File: config.mk
export PLATFORM = sky130hd
export DESIGN_NAME = lms_sequencer
export DESIGN_NICKNAME = d
export VERILOG_FILES = /design/src/rtl/lms_sequencer.sv
export SDC_FILE = /design/constraint.sdc
export NUM_CORES = 1
export LEC_CHECK = 0
export ABC_AREA = 1
export CAP_MARGIN = 20
export CORE_UTILIZATION = 49
export DETAILED_ROUTE_END_ITERATION = 7
export PLACE_DENSITY = 0.77
export SKIP_CTS_REPAIR_TIMING = 1
export SYNTH_ARGS = -nofsm -noshare
export SYNTH_HDL_FRONTEND = slang
export SYNTH_SLANG_ARGS = --single-unit
File: constraint.sdc
create_clock -name clk -period 5.85 [get_ports clk]
set_clock_uncertainty 0.15 [all_clocks]
set_input_delay 1.17 -clock clk [delete_from_list [all_inputs] [get_ports clk]]
set_output_delay 1.17 -clock clk [all_outputs]
set_load 0.02 [all_outputs]
File: src/rtl/lms_sequencer.sv
// lms_sequencer
// Control sequencer for the two-microphone LMS noise canceller. For every
// accepted input sample it walks each reference channel through weight update,
// delay-line shift and new-sample load, then fetches the main-mic sample,
// accumulates the filter output over all channels and taps, and finally
// strobes the output write. Tap and channel counters are owned here.
//
// Ports
//   clk, rst_n        clock, asynchronous active-low reset
//   start             leave IDLE, latch clamped tap_len, clear overrun
//   stop              return to IDLE (now from WAIT, after the sample otherwise)
//   tap_len           requested filter length L
//   adapt_en          weight adaptation enable, latched with each sample
//   sample_valid      new-sample strobe
//   tap_idx, ch_idx   current tap / channel address
//   weight_update, mem_shift, write_new_mem, read_sub, read_main,
//   compute_acc, write_output
//                     datapath strobes, exactly one group per cycle
//   busy              not IDLE
//   overrun           sticky, a sample strobe arrived while busy
//
// state   | meaning
// S_IDLE  | stopped, waiting for start
// S_WAIT  | armed, waiting for sample_valid
// S_WUPD  | weight update, tap 0..L-1
// S_SHIFT | delay-line shift, tap L-1..1
// S_LOAD  | load new sub-mic sample into tap 0
// S_FETCH | read main-mic sample
// S_ACC   | accumulate weight x delay, all channels, tap 0..L-1
// S_OUT   | write error/output sample

module lms_sequencer #(
    parameter int MAX_TAPS = 32,
    parameter int CNT_W    = 6,
    parameter int NUM_CH   = 2
) (
    input  logic             clk,
    input  logic             rst_n,
    input  logic             start,
    input  logic             stop,
    input  logic [CNT_W-1:0] tap_len,
    input  logic             adapt_en,
    input  logic             sample_valid,
    output logic [CNT_W-1:0] tap_idx,
    output logic [1:0]       ch_idx,
    output logic             weight_update,
    output logic             mem_shift,
    output logic             write_new_mem,
    output logic             read_sub,
    output logic             read_main,
    output logic             compute_acc,
    output logic             write_output,
    output logic             busy,
    output logic             overrun
);

    typedef enum logic [2:0] {
        S_IDLE, S_WAIT, S_WUPD, S_SHIFT, S_LOAD, S_FETCH, S_ACC, S_OUT
    } state_t;

    localparam logic [CNT_W-1:0] L_MIN   = CNT_W'(2);
    localparam logic [CNT_W-1:0] L_MAX   = CNT_W'(MAX_TAPS);
    localparam logic [1:0]       LAST_CH = 2'(NUM_CH - 1);

    state_t           r_state;
    logic [CNT_W-1:0] r_idx;
    logic [1:0]       r_ch;
    logic [CNT_W-1:0] r_len;
    logic             r_adapt;
    logic             r_stop_pend;
    logic             r_overrun;

    state_t           w_state_nxt;
    logic [CNT_W-1:0] w_idx_nxt;
    logic [1:0]       w_ch_nxt;
    logic [CNT_W-1:0] w_len_clamped;
    logic [CNT_W-1:0] w_len_m1;
    logic             w_accept;

    always_comb begin
        if (tap_len < L_MIN) begin
            w_len_clamped = L_MIN;
        end else if (tap_len > L_MAX) begin
            w_len_clamped = L_MAX;
        end else begin
            w_len_clamped = tap_len;
        end
    end

    assign w_len_m1 = r_len - CNT_W'(1);
    // A stop in WAIT wins over a simultaneous sample strobe.
    assign w_accept = (r_state == S_WAIT) && sample_valid && !stop && !r_stop_pend;

    always_ff @(posedge clk or negedge rst_n) begin
        if (!rst_n) begin
            r_state     <= S_IDLE;
            r_idx       <= '0;
            r_ch        <= '0;
            r_len       <= L_MIN;
            r_adapt     <= 1'b0;
            r_stop_pend <= 1'b0;
            r_overrun   <= 1'b0;
        end else begin
            r_state <= w_state_nxt;
            r_idx   <= w_idx_nxt;
            r_ch    <= w_ch_nxt;
            if ((r_state == S_IDLE) && start) begin
                r_len     <= w_len_clamped;
                r_overrun <= 1'b0;
            end
            if (w_accept) begin
                r_adapt <= adapt_en;
            end
            if (sample_valid && (r_state != S_IDLE) && (r_state != S_WAIT)) begin
                r_overrun <= 1'b1;
            end
            if (r_state == S_OUT) begin
                r_stop_pend <= 1'b0;
            end else if (stop && (r_state != S_IDLE) && (r_state != S_WAIT)) begin
                r_stop_pend <= 1'b1;
            end
        end
    end

    always_comb begin
        w_state_nxt   = r_state;
        w_idx_nxt     = r_idx;
        w_ch_nxt      = r_ch;
        weight_update = 1'b0;
        mem_shift     = 1'b0;
        write_new_mem = 1'b0;
        read_sub      = 1'b0;
        read_main     = 1'b0;
        compute_acc   = 1'b0;
        write_output  = 1'b0;
        tap_idx       = '0;
        ch_idx        = '0;
        busy          = (r_state != S_IDLE);
        overrun       = r_overrun;

        case (r_state)
            S_IDLE: begin
                w_idx_nxt = '0;
                w_ch_nxt  = '0;
                if (start) begin
                    w_state_nxt = S_WAIT;
                end
            end
            S_WAIT: begin
                w_idx_nxt = '0;
                w_ch_nxt  = '0;
                if (stop || r_stop_pend) begin
                    w_state_nxt = S_IDLE;
                end else if (sample_valid) begin
                    if (adapt_en) begin
                        w_state_nxt = S_WUPD;
                    end else begin
                        w_state_nxt = S_SHIFT;
                        w_idx_nxt   = w_len_m1;
                    end
                end
            end
            S_WUPD: begin
                weight_update = 1'b1;
                tap_idx       = r_idx;
                ch_idx        = r_ch;
                if (r_idx == w_len_m1) begin
                    w_state_nxt = S_SHIFT;
                end else begin
                    w_idx_nxt = r_idx + 1'b1;
                end
            end
            S_SHIFT: begin
                mem_shift = 1'b1;
                tap_idx   = r_idx;
                ch_idx    = r_ch;
                if (r_idx == CNT_W'(1)) begin
                    w_state_nxt = S_LOAD;
                    w_idx_nxt   = '0;
                end else begin
                    w_idx_nxt = r_idx - 1'b1;
                end
            end
            S_LOAD: begin
                write_new_mem = 1'b1;
                read_sub      = 1'b1;
                ch_idx        = r_ch;
                if (r_ch != LAST_CH) begin
                    w_ch_nxt = r_ch + 1'b1;
                    if (r_adapt) begin
                        w_state_nxt = S_WUPD;
                        w_idx_nxt   = '0;
                    end else begin
                        w_state_nxt = S_SHIFT;
                        w_idx_nxt   = w_len_m1;
                    end
                end else begin
                    w_state_nxt = S_FETCH;
                    w_ch_nxt    = '0;
                    w_idx_nxt   = '0;
                end
            end
            S_FETCH: begin
                read_main   = 1'b1;
                w_state_nxt = S_ACC;
                w_idx_nxt   = '0;
            end
            S_ACC: begin
                compute_acc = 1'b1;
                tap_idx     = r_idx;
                ch_idx      = r_ch;
                if (r_idx == w_len_m1) begin
                    w_idx_nxt = '0;
                    if (r_ch == LAST_CH) begin
                        w_state_nxt = S_OUT;
                        w_ch_nxt    = '0;
                    end else begin
                        w_ch_nxt = r_ch + 1'b1;
                    end
                end else begin
                    w_idx_nxt = r_idx + 1'b1;
                end
            end
            S_OUT: begin
                write_output = 1'b1;
                // A stop landing in the OUT cycle itself still ends the session.
                if (r_stop_pend || stop) begin
                    w_state_nxt = S_IDLE;
                end else begin
                    w_state_nxt = S_WAIT;
                end
            end
            default: begin
                w_state_nxt = S_IDLE;
            end
        endcase
    end

endmodule

==> results.json <==
{
  "cpLargestDelayFamily": "buffers and inverters",
  "grt_usage_pct": 25.3,
  "r2r-start": "r_len[0]",
  "period_share_pct": 57.0,
  "core_area_sq_um": 3360,
  "worst_slack_ns": 2.51,
  "fin_setup_tns_ns": 0,
  "rrSetupSlack_ns": 3.59,
  "gp_congestion": 0.937,
  "yosys-top-cells-area": "dfrtp_1 27%, nand2_1 12%, nand3_1 11%",
  "max_freq_mhz": 300,
  "peakVddDrop_uv": 352,
  "setup_viol": 0,
  "min_path_type": "reg -> reg",
  "synth_nets": 281,
  "portBuffers": 28,
  "synth_cells": 265,
  "grt-ovfl-total": 0,
  "holdPathStages": 2,
  "fin_crit_ns": 3.34,
  "root_buffer": "clkbuf_4",
  "hpwl_mm": 3.24,
  "reg2reg_depth": 12,
  "final_common_cell": "nand2_1",
  "critPathMaxFanout": 10,
  "dp_cells": 334,
  "min_from": "overrun",
  "wirelength_mm": 4.20,
  "antenna_found_initial": 0,
  "crit_chain": "inv_1 -> nor2_1 -> nand2_1 -> inv_2 -> clkdlybuf4s50_1",
  "grt_start_max_net_pins": 21,
  "status": "finished, final reports clean",
  "top_level_ports": 29,
  "rsz0062_at_grt": "no",
  "clock_path_buffers": 2,
  "drive_above_1_share_pct": 10.6,
  "h-tree-depth": 1,
  "p_leak_nw": 1.01,
  "synthDistinctLibCells": 32,
  "die_area_sq_um": 3780,
  "criticalPathCategory": "reg -> out",
  "clk_latency_ns": 0.30,
  "critPathMaxStageDelay_ns": 0.64,
  "path_depth": 5,
  "arrival_ns": 2.02,
  "firstDrtPassIters": 4,
  "synth.cell_area_sq_um": 1740,
  "hold_viol_final": 0,
  "total_power_mw": 1.20,
  "clk_pin_slew_ns": 0.12,
  "slowest_stage": "clkdlybuf4s50_1",
  "slew_viol_final": 0,
  "antenna_left": 0,
  "synth-seq-cells": 20,
  "place_ws_ns": 2.87,
  "grt_pass1_wl_mm": 7.04,
  "worst_slew_pin_slew_ns": 0.959,
  "fin_nets": 309,
  "synth_top_area_cell": "dfrtp_1",
  "grt_pass1_vias": 1621,
  "cts_buffers": 3,
  "cp.required_ns": 4.53,
  "fp.dieW_um": 61.5,
  "layout_common_cells": "55 x nand2_1, 44 x nor2_1, 37 x nand3_1",
  "cts_tree": "built",
  "wl_per_cell_um": 12.4,
  "path_buf_inv": 3,
  "r2r_end": "r_state[1]",
  "cp-end-kind": "output pin",
  "hold_path_end": "overrun",
  "p_per_area_nw_per_um2": 574,
  "synth_warnings": 0,
  "die_h_um": 61.5,
  "vias": 1748,
  "finalNonFillerCells": 338,
  "initial_core_util_pct": 51.6,
  "syn_area_per_cell_sq_um": 6.55,
  "drc_errors": 0,
  "viasPerCell": 5.17,
  "synth-seq-area-share_pct": 28.9,
  "maxSlewHeadroom_pct": 35.9,
  "drt-initial-drc-count": 89,
  "diodes": 0,
  "critPathLaunchType": "register",
  "row_count": 21,
  "synth_top_area_share_pct": 27.4,
  "cts.sinks": 20,
  "area_growth_syn_to_layout_pct": 20.8,
  "maxCapViolCount": 0
}
[worst max-delay path by stage]
stage / from / slack, ns / end
2_1_floorplan: r_state[0] / 3.44 / write_new_mem
5_1_grt: r_state[1] / 2.38 / compute_acc
4_1_cts: r_state[1] / 2.52 / compute_acc
3_3_place_gp: r_state[1] / 2.87 / compute_acc
3_5_place_dp: r_state[1] / 2.87 / compute_acc
6_report: r_state[1] / 2.51 / compute_acc
[stage by stage]
step	instance area, sq um	utilization, %	hold slack (ns)
2_1_floorplan	1740	-	0.331
3_3_place_gp	2040	60.8	0.326
3_5_place_dp	2040	60.8	0.331
4_1_cts	2100	62.3	0.361
5_1_grt	2100	62.3	0.407
6_report	2100	62.3	0.354
[cells in the mapped netlist]
library cell  instances
nor4_4                1
xor2_1                7
a21oi_1               7
a221oi_1              1
a211oi_1              1
nor2_4                3
nor2_2                7
nand3_2               2
xnor2_1               1
a31oi_1               1
nor2_1               44
dfstp_2               1
nor3_1                4
nand3_4               1
buf_4                 2
nand4_4               1
nand3_1              37
ha_1                  4
clkinv_2              1
o22ai_1               3
inv_2                 5
dfrtp_1              19
a22oi_1               1
buf_2                 3
nand2_1              55
o21ai_1               5
nand4_1               4
nand2_2               5
inv_1                32
o21ai_0               5
nor3b_1               1
o21a_1                1
[final cells by class]
class	count	area (sq um)
Inverter	38	144
Clock buffer	3	22.5
Sequential cell	20	502
Tap cell	46	57.6
Multi-Input combinational cell	202	1060
Timing Repair Buffer	28	280
Fill cell	351	1270
Clock inverter	1	30.0
[sequential cells by signal, summed over array words and instances (netlist names)]
signal,count
overrun,1
r_adapt,1
r_ch,2
r_idx,6
r_len,6
r_state,3
r_stop_pend,1
[per-layer routing]
layer  global-route usage, %  wire length [um]  vias to the layer above
met5                       0                 0                        -
met4                    9.21                71                        0
met3                    3.15               212                        8
met2                    41.0              1910                       56
met1                    34.4              2000                      777
li1                        -                 -                      907
[tightest hold or removal path: stages, from the launching register on]
cell and delay, ns:
dfrtp_1 0.36, nand2_1 0.05, o21ai_0 0.06
[kinds of logic after synthesis]
group	share of synthesized area (%)
simple gates	46.0
buf+inv	10.0
compound gates	8.15
flops	28.9
xor+xnor	4.04
fa+ha+maj	2.88
[power by group]
group | switching (mW) | internal, mW
registers | 0.0811 | 0.198
logic | 0.517 | 0.294
clock network | 0.0441 | 0.0692
total | 0.643 | 0.561
No activity file was read; power rests on OpenSTA's default activity.
